File: src/rtl/mips_forward_bypass.sv
// EX-stage operand forwarding and interlock unit: a shadow pipeline of in-flight
// destinations feeds youngest-first operand bypass and load/ALU hazard stalls.
module mips_forward_bypass #(
    parameter int unsigned WIDTH       = 32,
    parameter int unsigned NPORTS      = 2,
    parameter int unsigned DEPTH       = 3,
    parameter int unsigned LOAD_STAGE  = 1,
    parameter bit          DIRECT      = 1'b1,
    parameter int unsigned COUNT_WIDTH = 16
) (
    input  logic                    clock,
    input  logic                    reset,
    input  logic                    issue_valid,
    output logic                    issue_ready,
    input  logic [NPORTS*5-1:0]     issue_src,
    input  logic [NPORTS*WIDTH-1:0] issue_rf_data,
    input  logic [4:0]              issue_dest,
    input  logic                    issue_wen,
    input  logic                    issue_load,
    input  logic [WIDTH-1:0]        ex_result,
    input  logic [WIDTH-1:0]        mem_data,
    input  logic                    hold,
    input  logic                    flush,
    output logic                    op_valid,
    output logic [NPORTS*WIDTH-1:0] op_data,
    output logic [NPORTS-1:0]       op_fwd,
    output logic [COUNT_WIDTH-1:0]  stall_count
);
    localparam int unsigned REG_W = 5;

    logic [DEPTH-1:0]              valid_q, valid_d;
    logic [DEPTH-1:0]              load_q, load_d;
    logic [DEPTH-1:0]              ready_q, ready_d;
    logic [DEPTH-1:0][REG_W-1:0]   dest_q, dest_d;
    logic [DEPTH-1:0][WIDTH-1:0]   data_q, data_d;

    logic [NPORTS-1:0][REG_W-1:0]  src_c;
    logic [NPORTS-1:0][WIDTH-1:0]  rf_c;
    logic [NPORTS-1:0][WIDTH-1:0]  look_data_c;
    logic [NPORTS-1:0]             look_fwd_c;
    logic [NPORTS-1:0]             hazard_c;
    logic [NPORTS-1:0]             found_c;

    logic [NPORTS-1:0][WIDTH-1:0]  op_data_q, op_data_d;
    logic [NPORTS-1:0]             op_fwd_q, op_fwd_d;
    logic                          op_valid_q, op_valid_d;
    logic [COUNT_WIDTH-1:0]        stall_q, stall_d;
    logic                          issue_ready_c;
    logic                          fire_c;

    assign src_c = issue_src;
    assign rf_c  = issue_rf_data;

    // Youngest-first lookup; a match that cannot yet supply data hazards the port.
    always_comb begin
        look_data_c = rf_c;
        look_fwd_c  = '0;
        hazard_c    = '0;
        found_c     = '0;
        for (int unsigned p = 0; p < NPORTS; p++) begin
            if (src_c[p] != '0) begin
                for (int unsigned k = 0; k < DEPTH; k++) begin
                    if (!found_c[p] && valid_q[k] && (dest_q[k] == src_c[p])) begin
                        found_c[p] = 1'b1;
                        if (ready_q[k]) begin
                            look_data_c[p] = data_q[k];
                            look_fwd_c[p]  = 1'b1;
                        end else if (DIRECT && (k == 0) && !load_q[k]) begin
                            look_data_c[p] = ex_result;
                            look_fwd_c[p]  = 1'b1;
                        end else if (DIRECT && (k == LOAD_STAGE) && load_q[k]) begin
                            look_data_c[p] = mem_data;
                            look_fwd_c[p]  = 1'b1;
                        end else begin
                            hazard_c[p] = 1'b1;
                        end
                    end
                end
            end
        end
    end

    assign issue_ready_c = !hold && (hazard_c == '0);
    assign fire_c        = issue_valid && issue_ready_c && !flush;

    // Shadow-pipeline shift, result capture, operand load and stall counting.
    always_comb begin
        valid_d    = valid_q;
        load_d     = load_q;
        ready_d    = ready_q;
        dest_d     = dest_q;
        data_d     = data_q;
        op_valid_d = op_valid_q;
        op_data_d  = op_data_q;
        op_fwd_d   = op_fwd_q;
        stall_d    = stall_q;

        if (!hold) begin
            for (int unsigned k = 1; k < DEPTH; k++) begin
                valid_d[k] = valid_q[k-1];
                load_d[k]  = load_q[k-1];
                ready_d[k] = ready_q[k-1];
                dest_d[k]  = dest_q[k-1];
                data_d[k]  = data_q[k-1];
                if ((k - 1 == 0) && !load_q[k-1]) begin
                    data_d[k]  = ex_result;
                    ready_d[k] = 1'b1;
                end
                if ((k - 1 == LOAD_STAGE) && load_q[k-1]) begin
                    data_d[k]  = mem_data;
                    ready_d[k] = 1'b1;
                end
            end
            // A flushed EX instruction must not survive into entry 1.
            valid_d[1] = valid_q[0] && !flush;

            valid_d[0] = fire_c && issue_wen;
            load_d[0]  = issue_load;
            ready_d[0] = 1'b0;
            dest_d[0]  = issue_dest;

            op_valid_d = fire_c;
            if (fire_c) begin
                op_data_d = look_data_c;
                op_fwd_d  = look_fwd_c;
            end

            if (issue_valid && !issue_ready_c && (stall_q != '1)) begin
                stall_d = stall_q + COUNT_WIDTH'(1);
            end
        end else if (flush) begin
            valid_d[0] = 1'b0;
            op_valid_d = 1'b0;
        end
    end

    always_ff @(posedge clock or posedge reset) begin
        if (reset) begin
            valid_q    <= '0;
            load_q     <= '0;
            ready_q    <= '0;
            dest_q     <= '0;
            data_q     <= '0;
            op_valid_q <= 1'b0;
            op_data_q  <= '0;
            op_fwd_q   <= '0;
            stall_q    <= '0;
        end else begin
            valid_q    <= valid_d;
            load_q     <= load_d;
            ready_q    <= ready_d;
            dest_q     <= dest_d;
            data_q     <= data_d;
            op_valid_q <= op_valid_d;
            op_data_q  <= op_data_d;
            op_fwd_q   <= op_fwd_d;
            stall_q    <= stall_d;
        end
    end

    assign issue_ready = issue_ready_c;
    assign op_valid    = op_valid_q;
    assign op_data     = op_data_q;
    assign op_fwd      = op_fwd_q;
    assign stall_count = stall_q;

endmodule
File: config.mk
export PLATFORM = sky130hd
export DESIGN_NAME = mips_forward_bypass
export DESIGN_NICKNAME = d
export VERILOG_FILES = /design/src/rtl/mips_forward_bypass.sv
export SDC_FILE = /design/constraint.sdc
export NUM_CORES = 1
export LEC_CHECK = 0
export BUFFER_PORTS_ARGS = -buffer_cell sky130_fd_sc_hd__buf_4
export CAP_MARGIN = 20
export CORE_UTILIZATION = 49
export DETAILED_ROUTE_END_ITERATION = 12
export HOLD_SLACK_MARGIN = 0.1
export PLACE_DENSITY = 0.87
export SETUP_SLACK_MARGIN = 0.4
export SLEW_MARGIN = 40
export SYNTH_ARGS = -nofsm -noshare
export SYNTH_HDL_FRONTEND = slang
export SYNTH_SLANG_ARGS = --single-unit
File: constraint.sdc
create_clock -name clock -period 5.32 [get_ports clock]
set_input_delay 1.064 -clock clock [delete_from_list [all_inputs] [get_ports clock]]
set_output_delay 1.064 -clock clock [all_outputs]
set_load 0.05 [all_outputs]
==> impl_metrics.yaml <==
clock_network:
  post_cts_resized: 0
  cts_setup_buffers: 0
  hold_buffers: 0
  cts_max_level: 4
  cts_tree: "yes"
  clock_latency_ns: 0.42
  max-clock-path-buffers: 2
  root_buffer: "clkbuf_16"
  cts_made_buffers: 17
  path_clk_slew_ns: 0.07
  cts_sinks: 169
final_layout:
  final_util_pct: 63.2
  stdcell_area_um2: 12900
  final_nets: 1463
  drive_gt1_share_pct: 27.2
  layout.cells.non_filler: 1596
  syn2layout_area_growth_pct: 25.6
detailed_routing:
  route.detailed.drc: 0
  ant_nets: 0
  totalWireLength_mm: 31.4
  vias: 9649
  drt-initial-drc-count: 815
  wl_per_cell_um: 19.7
  viasPerCell: 6.05
  firstDrtPassIters: 5
timing:
  finalCritPeriodShare_pct: 74.4
  rsz0062_at_grt: "no"
  max_slew_margin_pct: 43.7
  finalHoldViolations: 0
  setup_tns_ns: 0
  period_needed_ns: 3.96
  holdWs_ns: 0.486
  max_freq_mhz: 253
  fin_ws_ns: 1.36
  slew_viol_final: 0
  setup_viol: 0
  tightestPinTransition_ns: 0.844
  skew_ns: 0.0131
global_route:
  gr-total-overflow: 0
  antenna_found_initial: 1
  grt_pass1_wl_mm: 49.9
  grt_pass1_vias: 9525
  grt_start_max_net_pins: 105
  grt_util_all_layers_pct: 29.3
setup_path:
  path_cells: "buf_4, nor3_1, and2_2, buf_4, a21oi_1, o31ai_4, and3_1, buf_4"
  cp_common_cell: "buf_4"
  cp-start-kind: "input port"
  ff2ff_setup_slack_ns: 2.31
  crit_path_end_kind: "output port"
  crit_required_ns: 4.26
  max_stage_delay_ns: 0.41
  r2r_end: "op_data[38]"
  ff2ff_path_depth: 8
  crit_type: "in -> out"
  slowest_stage: "buf_4"
  r2r_start: "dest_q[7]"
  cp_max_fo: 34
  arrival_ns: 2.89
logic_synthesis:
  synth_xor_xnor_area_share_pct: 3.85
  synth_area_per_cell_um2: 9.06
  ys_ff_latch: 169
  synthDistinctLibCells: 46
  seq_area_frac_synth_pct: 41.3
  syn_area_um2: 10200
  async_flop_share_pct: 100
  yosys.area_share.simple_pct: 17.6
  syn_inst: 1131
  ys.flop_type: "dfrtp_1"
  syn-num-nets: 1282
  synth-compound-area-share_pct: 21.7
  synth_fa_ha_area_share_pct: 0.122
  synth_warnings: 0
  synth_edf_count: 0
  synth_top_family_by_area: "compound AO/OA/AOI/OAI gates"
  synth_mux_area_share_pct: 11.5
power_and_ir_drop:
  swShare_pct: 34.6
  combPwrFrac_pct: 28.3
  ir_drop_mv: 0.257
  p_int_mw: 2.58
  clkPwrFrac_pct: 31.5
  p_per_area_nw_per_um2: 307
  switching_power_mw: 1.36
  p_total_mw: 3.94
  seq_power_share_pct: 40.2
  power_leakage_nw: 6.18
die:
  row_count: 52
  die_w_um: 147
  die-area_um2: 21500
  core_area_um2: 20400
  ios: 234
  chipHeight_um: 147
  start_util_pct: 50.3
worst_hold_path:
  hold_start: "op_data[38]"
  hold_depth: 2
  min_to: "op_data[38]"
  hold_path_class: "reg -> reg"
placed_design:
  gp_congestion: 0.836
  placed_cell_area_um2: 12300
  place_hpwl_mm: 20.5
  dp.cells: 1563
  dp_slack_ns: 1.39
  port_buffers: 233
status:
  status: "finished clean"
flow_run:
  max_cap_viol_count: 0
==> synthesized netlist by cell type, types with 6 or more instances <==
cell type | number | share of area, %
o41ai_2 | 32 | 5.1
o211ai_1 | 62 | 4.5
nand4_1 | 6 | 0.37
nand3_1 | 9 | 0.44
xnor2_1 | 30 | 2.6
and3_1 | 8 | 0.49
dfrtp_1 | 169 | 41
o21ai_0 | 75 | 3.7
a22o_1 | 32 | 2.7
nor3_1 | 38 | 1.9
nor2_1 | 104 | 3.8
a211oi_1 | 34 | 2.5
nand2_1 | 242 | 8.9
xor2_1 | 15 | 1.3
mux2i_1 | 96 | 9.4
mux2_2 | 19 | 2.1
o21ai_1 | 25 | 1.2
clkbuf_1 | 58 | 2.1
buf_2 | 24 | 1.2
==> critical path, delay by kind of cell <==
family                 cells  cell delay [ns]
and+or+nand+nor            3             0.81
AOI/OAI and AO/OA          2             0.27
buffers and inverters      3             0.74
==> logic make-up after synthesis <==
group	Yosys count
buffers and inverters	94
muxes	115
adders and majority gates	1
xor gates and xnor gates	45
and+or+nand+nor	428
AOI/OAI and AO/OA	279
DFF	169
==> sequential cells by signal, summed over array words and instances (netlist names) <==
register	flops
op_valid	1
data_q	64
op_data	64
dest_q	15
valid_q	3
op_fwd	2
ready_q	2
load_q	2
stall_count	16
==> cell usage in the layout (no fill, tap or decap), types with 4 or more instances in the layout <==
cell,synthesis,final
xor2_1,15,15
clkinv_4,0,4
buf_16,0,4
nor3_1,38,38
dfrtp_1,169,167
mux2_2,19,19
nand4_1,6,6
nand3_1,9,9
xnor2_1,30,30
o21ai_1,25,25
nand2_1,242,239
clkbuf_16,0,17
o41ai_2,32,32
a2111oi_2,4,4
nor2_1,104,102
and3_1,8,8
a22o_1,32,32
o21ai_0,75,75
mux2i_1,96,96
a211oi_1,34,34
buf_4,2,242
o211ai_1,62,62
==> per-layer routing <==
| metal | vias to the layer above | wire, µm | part of all wire, % | track usage (%) |
|---|---|---|---|---|
| met5 | - | 0 | 0 | 0 |
| met4 | 0 | 586 | 1.9 | 9.43 |
| met3 | 55 | 2960 | 9.4 | 6.31 |
| met2 | 576 | 15200 | 48 | 48.1 |
| met1 | 4621 | 12700 | 40 | 38.6 |
| li1 | 4397 | - | - | - |
==> worst max path at each step <==
stage                 startpoint     endpoint  slack, ns  depth (start not counted)
floorplan           issue_src[9]  issue_ready       1.71                          5
global placement    issue_src[5]  issue_ready       1.52                          8
detailed placement  issue_src[5]  issue_ready       1.39                          8
CTS                 issue_src[5]  issue_ready       1.39                          8
global route        issue_src[5]  issue_ready       1.27                          8
finish              issue_src[5]  issue_ready       1.36                          8
==> power by group through the flow <==
| stage | registers (mW) | clock network, mW | logic, mW |
|---|---|---|---|
| 2_1_floorplan | 1.87 | 0 | 0.451 |
| 3_3_place_gp | 1.60 | 0 | 1.08 |
| 3_5_place_dp | 1.60 | 0 | 1.11 |
| 4_1_cts | 1.58 | 1.26 | 1.12 |
| 5_1_grt | 1.60 | 1.32 | 1.19 |
| 6_report | 1.58 | 1.24 | 1.12 |
==> cell type report <==
cell class / count / area (µm²)
Antenna cell: 1 / 2.50
Timing Repair Buffer: 252 / 2020
Multi-Input combinational cell: 868 / 5660
Fill cell: 1650 / 7500
Tap cell: 270 / 338
Clock inverter: 13 / 144
Inverter: 4 / 18.8
Sequential cell: 169 / 4230
Clock buffer: 19 / 443
Note: power is estimated with default switching activity, not from simulation.
